[config.mk]
export PLATFORM = sky130hd
export DESIGN_NAME = tdm_demux2
export DESIGN_NICKNAME = d
export VERILOG_FILES = /design/src/rtl/tdm_demux2.sv
export SDC_FILE = /design/constraint.sdc
export NUM_CORES = 1
export LEC_CHECK = 0
export CORE_MARGIN = 3
export CORE_UTILIZATION = 50
export DETAILED_ROUTE_END_ITERATION = 6
export HOLD_SLACK_MARGIN = 0.03
export PLACE_DENSITY_LB_ADDON = 0.15
export SETUP_SLACK_MARGIN = 0.3
export SYNTH_ARGS = -nofsm -noshare
export SYNTH_HDL_FRONTEND = slang
export SYNTH_SLANG_ARGS = --single-unit
[constraint.sdc]
create_clock -name clk -period 3.6 [get_ports clk]
set_input_delay 1.08 -clock clk [delete_from_list [all_inputs] [get_ports clk]]
set_output_delay 1.08 -clock clk [all_outputs]
set_load 0.02 [all_outputs]
[src/rtl/tdm_demux2.sv]
// Two-channel TDM demultiplexer: splits a serial MSB-first stream framed by sync
// into a channel A word followed by a channel B word, each WIDTH bits wide.
module tdm_demux2 #(
    parameter int WIDTH = 8
) (
    input  logic             clk,
    input  logic             rst_n,
    input  logic             din,
    input  logic             in_valid,
    input  logic             sync,
    output logic [WIDTH-1:0] A_out,
    output logic [WIDTH-1:0] B_out,
    output logic             A_valid,
    output logic             B_valid,
    output logic             S,
    output logic             busy,
    output logic             frame_err
);

    localparam int CW = (WIDTH > 2) ? $clog2(WIDTH) : 1;
    localparam logic [CW-1:0] LAST = CW'(WIDTH - 1);

    typedef enum logic [1:0] {
        IDLE   = 2'd0,
        RECV_A = 2'd1,
        RECV_B = 2'd2
    } state_t;

    state_t           state_q, state_d;
    logic [CW-1:0]    count_q, count_d;
    logic [WIDTH-1:0] shift_q, shift_d;
    logic [WIDTH-1:0] shifted;
    logic [WIDTH-1:0] a_out_q, b_out_q;
    logic             a_valid_q, b_valid_q, frame_err_q;
    logic             a_load, b_load, resync_err;

    assign shifted = {shift_q[WIDTH-2:0], din};

    always_ff @(posedge clk or negedge rst_n) begin
        if (!rst_n) begin
            state_q <= IDLE;
        end else begin
            state_q <= state_d;
        end
    end

    // A sync beat always restarts the frame, taking priority even over a slot's last bit.
    always_comb begin
        state_d    = state_q;
        count_d    = count_q;
        shift_d    = shift_q;
        a_load     = 1'b0;
        b_load     = 1'b0;
        resync_err = 1'b0;
        if (in_valid) begin
            if (sync) begin
                state_d    = RECV_A;
                count_d    = CW'(1);
                shift_d    = {{(WIDTH-1){1'b0}}, din};
                resync_err = (state_q != IDLE);
            end else begin
                case (state_q)
                    RECV_A: begin
                        shift_d = shifted;
                        if (count_q == LAST) begin
                            a_load  = 1'b1;
                            count_d = '0;
                            state_d = RECV_B;
                        end else begin
                            count_d = count_q + CW'(1);
                        end
                    end
                    RECV_B: begin
                        shift_d = shifted;
                        if (count_q == LAST) begin
                            b_load  = 1'b1;
                            count_d = '0;
                            state_d = IDLE;
                        end else begin
                            count_d = count_q + CW'(1);
                        end
                    end
                    default: begin
                    end
                endcase
            end
        end
    end

    always_comb begin
        S    = (state_q == RECV_B);
        busy = (state_q == RECV_A) || (state_q == RECV_B);
    end

    // Valid and error flags are registered so each pulse lands in the cycle after its beat.
    always_ff @(posedge clk or negedge rst_n) begin
        if (!rst_n) begin
            count_q     <= '0;
            shift_q     <= '0;
            a_out_q     <= '0;
            b_out_q     <= '0;
            a_valid_q   <= 1'b0;
            b_valid_q   <= 1'b0;
            frame_err_q <= 1'b0;
        end else begin
            count_q     <= count_d;
            shift_q     <= shift_d;
            a_valid_q   <= a_load;
            b_valid_q   <= b_load;
            frame_err_q <= resync_err;
            if (a_load) begin
                a_out_q <= shifted;
            end
            if (b_load) begin
                b_out_q <= shifted;
            end
        end
    end

    assign A_out     = a_out_q;
    assign B_out     = b_out_q;
    assign A_valid   = a_valid_q;
    assign B_valid   = b_valid_q;
    assign frame_err = frame_err_q;

endmodule

==> results of run 1 <==
## path summary, 6_finish.rpt
| check | to | slack, ps | from | depth (start not counted) |
|---|---|---|---|---|
| worst max-delay path | busy | 500 | state_q[0]$_DFFE_PN0P_ | 3 |
| worst max register to register | state_q[1]$_DFFE_PN0P_ | 1980 | count_q[0]$_DFFE_PN0P_ | 4 |
| worst min register to register | A_out[0]$_DFFE_PN0P_ | 510 | A_out[0]$_DFFE_PN0P_ | 1 |
| max in group asynchronous | A_out[6]$_DFFE_PN0P_ | 2160 | rst_n | 2 |
| worst min-delay path | A_out[0]$_DFFE_PN0P_ | 510 | A_out[0]$_DFFE_PN0P_ | 1 |
| min in group asynchronous | A_out[2]$_DFFE_PN0P_ | 1130 | rst_n | 2 |
## placed cells by master, fill, tap and decap left out, drive strengths merged
master         netlist  final
nand4b               2      2
nand2                1      1
or3b                 5      5
o21ai                1      1
ha                   6      6
bufinv               0      1
a31oi                1      1
o2111ai              1      1
and2                 1      1
clkinv               0      2
clkbuf               0      5
dfrtp               31     31
a311o                1      1
clkdlybuf4s50        0     25
o21bai               1      1
a21boi               1      1
o221ai               8      8
or2                  1      1
buf                  5      2
mux2                17     17
nor2                 2      2
a311oi               1      1
inv                 12     12
nand2b               5      5
nand3                8      8
## critical path, delay by kind of cell (launching register included)
kind,cells,cell delay (ps)
fa+ha+maj,1,510
buf+inv,2,770
flops,1,410
## cells by family (layout without fill, tap and decap cells)
family	Yosys count	in the layout	synth area share [%]
buf+inv	17	47	5.42
compound gates	15	15	8.66
simple gates	25	25	13.0
flops	31	31	54.2
mux	17	17	13.4
fa+ha+maj	6	6	5.25
## registers in the layout, summed over array words and instances, names as in the netlist
name	cells
A_out	8
frame_err	1
count_q	3
A_valid	1
B_valid	1
shift_q	7
state_q	2
B_out	8
## power breakdown
group	internal [W]	switching, W
clock	0.000146	0.000126
sequential	0.000398	0.0000408
combinational	0.000124	0.000143
total	0.000669	0.000309
## layout make-up
cell class                      count  area, µm²
Clock buffer                        5       37.5
Clock inverter                      3       43.8
Fill cell                         188        806
Inverter                           12       45.0
Multi-Input combinational cell     63        579
Sequential cell                    31        776
Tap cell                           30       37.5
Timing Repair Buffer               27        265
## stage by stage
step | hold WS (ps) | cell area, µm² | power [W]
2_1_floorplan | 488 | 1430 | 0.000616
3_3_place_gp | 487 | 1700 | 0.000691
3_5_place_dp | 494 | 1700 | 0.000711
4_1_cts | 518 | 1780 | 0.000985
5_1_grt | 533 | 1780 | 0.00104
6_report | 513 | 1780 | 0.000978
## metal layers
metal / share of wire, % / global-route usage, % / wire length, µm
met3: 6.1 / 5.88 / 166
met5: 0 / 0 / 0
met4: 2.1 / 9.71 / 57
met1: 43 / 22.3 / 1170
met2: 48 / 30.4 / 1310
## what timing repair did
action	4_1_cts	5_1_grt
hold buffers	0	0
setup endpoints to repair	0	1
resized for setup	0	1
==> results.md, run 1 <==
* Drc violations at 0
* CP Launch Type: flip-flop
* Share of the synthesized area in the top cell type at 54.2%
* Library cells used by synthesis at 22
* Slew Viols, Final at 0
* Synth Flop Type: dfrtp_1
* Placer congestion estimate at 0.675
* Crit-path max FO at 17
* Aggregate routed wire length at between 2000 and 3000 µm
* Initial core utilization at between 50% and 60%
* P&R area growth vs syn at 24.8%
* Lkg Pwr at ~0.88 nW
* Crit-path max cell delay at 660 ps
* Status: finished, final reports clean
* Cell Pwr Density at 548 mW/mm²
* Detailed-route wire length per cell at 15.8 µm
* Num CTS Buffers at 5
* Clock-pin transition on the worst setup and hold timing paths at roughly 100 ps
* RSZ-0062 raised after global routing: no
* Worst path required time at about 2500 ps
* Synth cell count leaders: dfrtp_1, mux2_2, inv_1
* Synthesized flop and latch total at 31
* Largest net degree at the start of global routing at 32
* Crit-path slowest cell: clkdlybuf4s50_1
* Worst Max-Slew Pin Slew at 550 ps
* CP cell instances: inv_1 > ha_2 > clkdlybuf4s50_1
* Clk sink count at 31
* Post-Syn Nets at 122
* Cell with the most instances after synthesis: dfrtp_1
* Global route overflow at 0
* DR vias at 950
* CP endpoint kind: output pin
* H-tree levels at 2
* Postcts setup bufs at 0
* Core region area at 0.00259 mm²
* WS Path Type: flip-flop to output pin
* Worst Hold Class: flip-flop to flip-flop
* Rel. slew slack at 63.2%
* Vias per cell at 5.56
* Final setup viols at 0
* Final period utilization at 86.1%
* Tmin final at about 3100 ps
* Vias in the first global route at 1022
* DP Worst Slack at 730 ps
* First-pass GRT wire length at around 4800 µm
* Synth area leader: dfrtp_1
* Clk_lat worst skew at roughly 340 ps
* Number of instances in the placed design at around 160
* Clk_skew at 13.2 ps
* Clock root buffer: clkbuf_4
* Die W at 59.5 µm
* Sequential share of the synthesized area at 54.2%
* Critical path arrival at 2020 ps
* Final setup TNS at 0 ps
* HPWL Detailed at 1780 µm
* Final-stage net count at 151
* Netlist Area Pre-Place at 0.00143 mm²
* Die Ht at 59.5 µm
* Mean Syn Cell Area at 12.9 µm²
* Max Cap Violations at 0
* Non-filler cells, final at approximately 170
* Yosys warns at 0
* Layout cells sized above 1 at between 20% and 30%
* Ant diodes at 0
* Full die area at about 0.0035 mm²
* Worst setup margin at 501 ps
* Post-synth EDFFs at 0
* Final core occ at between 60% and 70%
* Fmax at 0.323 GHz
* CTS Buffer Depth at 2
* DRT Pass-1 Iters at 4
* Total GRT Usage at a little under a fifth
* Rows at 18
* Initial antenna violation count at 0
* Top cells by area, synth: dfrtp_1, mux2_2, ha_1
* Num ports at 26
* Max VDD drop at 538 µV
* CTS tree: built
* ANT nets after route at 0
* Post-synth ARST share at 100%
* Final Hold Viols at 0
* Cells after Synth at around 110
* IO buf count at 25
* Drt initial violations at 9
Note: power is estimated with default switching activity, not from simulation.
==> inputs of run 2 (changes only) <==
Clock period 3.6 ns to 3.9 ns, I/O delays scaled along.
==> results.md, run 2 (same netlist as run 1, synthesis figures left out) <==
* Full die area at 0.00354 mm² (unchanged)
* Cell Pwr Density at 489 mW/mm² (was 548 mW/mm²)
* Reg2reg end: count_q[0]$_DFFE_PN0P_ (was state_q[1]$_DFFE_PN0P_)
* Vias in the first global route at 1039 (was 1022)
* Post-route cell area at 0.00176 mm² (was 0.00178 mm²)
* Num CTS Buffers at 5 (unchanged)
* P&R area growth vs syn at 23.2% (was 24.8%)
* Final setup viols at 0 (unchanged)
* Number of instances in the placed design at 162 (was 163)
* Hold slack at 509 ps (was 513 ps)
* Largest net degree at the start of global routing at 32 (unchanged)
* DRT Pass-1 Iters at 4 (unchanged)
* FF-to-FF Start: state_q[0]$_DFFE_PN0P_ (was count_q[0]$_DFFE_PN0P_)
* Worst path required time at 2730 ps (was 2520 ps)
* Aggregate routed wire length at 2690 µm (was 2700 µm)
* Critical Path Start: state_q[0]$_DFFE_PN0P_ (unchanged)
* Cell count of the worst reg-to-reg path at 4 (unchanged)
* H-tree levels at 2 (unchanged)
* Crit-path max FO at 17 (unchanged)
* Non-filler cells, final at 170 (was 171)
* Worst Max-Slew Pin Slew at 926 ps (was 550 ps)
* Final-stage net count at 150 (was 151)
* Final setup TNS at 0 ps (unchanged)
* First-pass GRT wire length at 4820 µm (unchanged)
* Clk sink count at 31 (unchanged)
* CTS Buffer Depth at 2 (unchanged)
* Vias per cell at 5.72 (was 5.56)
* Clk_skew at 9.27 ps (was 13.2 ps)
* Die Ht at 59.5 µm (unchanged)
* Slew Viols, Final at 0 (unchanged)
* Hold depth at 1 (unchanged)
* Ant diodes at 0 (unchanged)
* Clock root buffer: clkbuf_4 (unchanged)
* Resized cells post-CTS at 0 (unchanged)
* # hold bufs at CTS at 0 (unchanged)
* Tmin final at ~3300 ps
* CTS tree: built (unchanged)
* Global route overflow at 0 (unchanged)
* Rel. slew slack at 38.1% (was 63.2%)
* Final period utilization at 85.3%
* Commonest non-fill, non-tap cells in the layout: dfrtp_1, clkdlybuf4s50_1, mux2_2, inv_1 (unchanged)
* Placer congestion estimate at 0.665 (was 0.675)
* Lkg Pwr at 0.874 nW (was 0.884 nW)
* WS Path Type: flip-flop to output pin (unchanged)
* Detailed-route wire length per cell at 15.8 µm (about the same)
* Max Cap Violations at 0 (unchanged)
* Most common cell after layout, fill and taps aside: dfrtp_1 (unchanged)
* RSZ-0062 raised after global routing: no (unchanged)
* Rows at 18 (unchanged)
* HPWL Detailed at 1790 µm (was 1780 µm)
* ANT nets after route at 0 (unchanged)
* CP Launch Type: flip-flop (unchanged)
* Layout cells sized above 1 at 23.6% (was 25.5%)
* Initial antenna violation count at 0 (unchanged)
* Status: finished, final reports clean (unchanged)
* Initial core utilization at 55.2% (unchanged)
* Clock-pin transition on the worst setup and hold timing paths at 100 ps (about the same)
* Hold Startpoint: A_out[0]$_DFFE_PN0P_ (unchanged)
* Drc violations at 0 (unchanged)
* Core region area at 0.00259 mm² (unchanged)
* Clk_lat worst skew at 330 ps (was 340 ps)
* Area after DPL at 0.00169 mm² (was 0.00170 mm²)
* CP endpoint kind: output pin (unchanged)
* Final Hold Viols at 0 (unchanged)
* DR vias at 973 (was 950)
* Worst Hold Class: flip-flop to flip-flop (unchanged)
* Hold EP: A_out[0]$_DFFE_PN0P_ (unchanged)
* Critical path arrival at 2160 ps (was 2020 ps)
* Total GRT Usage at 18.7% (was 18.8%)
* Num ports at 26 (unchanged)
* Fmax at 0.300 GHz
* Drt initial violations at 34 (was 9)
* Postcts setup bufs at 0 (unchanged)
* IO buf count at 25 (unchanged)
* Max VDD drop at 323 µV (was 538 µV)
* # fillers at 196 (was 188)
* Die W at 59.5 µm (unchanged)
* Reg2Reg Setup Slack at 2130 ps (was 1980 ps)
run 2: cell types whose count changed in the layout (fill, tap and decap cells not counted), sizes merged:
cell	before	now
buf	2	1
bufinv	1	0
clkbuf	5	8
clkinv	2	0
run 2: how the worst max path moves through the flow:
| stage | endpoint | slack (ps) | cells past startpoint |
|---|---|---|---|
| finish | busy | 570 | 3 |
| detailed placement | B_out[1]$_DFFE_PN0P_ | 780 | 3 |
| floorplan | busy | 1850 | 2 |
| global route | busy | 440 | 3 |
| CTS | busy | 550 | 3 |
| global placement | B_out[7]$_DFFE_PN0P_ | 850 | 3 |
run 2: power breakdown:
| part | switching [W] | total [W] | internal (W) |
|---|---|---|---|
| logic | 0.000130 | 0.000242 | 0.000112 |
| clock network | 0.000107 | 0.000213 | 0.000106 |
| registers | 0.0000395 | 0.000407 | 0.000367 |
run 2: per-stage QoR:
| stage | setup WS, ps | power, W | util [%] |
|---|---|---|---|
| detailed placement | 780 | 0.000657 | 65.4 |
| global route | 441 | 0.000919 | 68.0 |
| floorplan | 1850 | 0.000569 | - |
| CTS | 546 | 0.000869 | 68.0 |
| global placement | 853 | 0.000641 | 65.4 |
| finish | 572 | 0.000862 | 68.0 |
run 2: final cells by class:
| class | count | area [µm²] | area share (%) |
|---|---|---|---|
| sequential | 31 | 776 | 44.0 |
| multi-input combinational | 63 | 577 | 32.7 |
| timing repair buffer | 26 | 258 | 14.6 |
| clock buffer | 8 | 68.8 | 3.91 |
| inverter | 12 | 45.0 | 2.56 |
| tap | 30 | 37.5 | 2.13 |
run 2: critical path, stage by stage, from the launching register on:
cell and delay, ps:
dfrtp_1 410, inv_1 110, ha_1 610, clkdlybuf4s50_1 700
run 2: per-layer routing:
layer	track usage (%)	wire length (µm)
met3	6.75	151
met1	23.5	1270
met4	6.80	37
met2	29.5	1240
met5	0	0
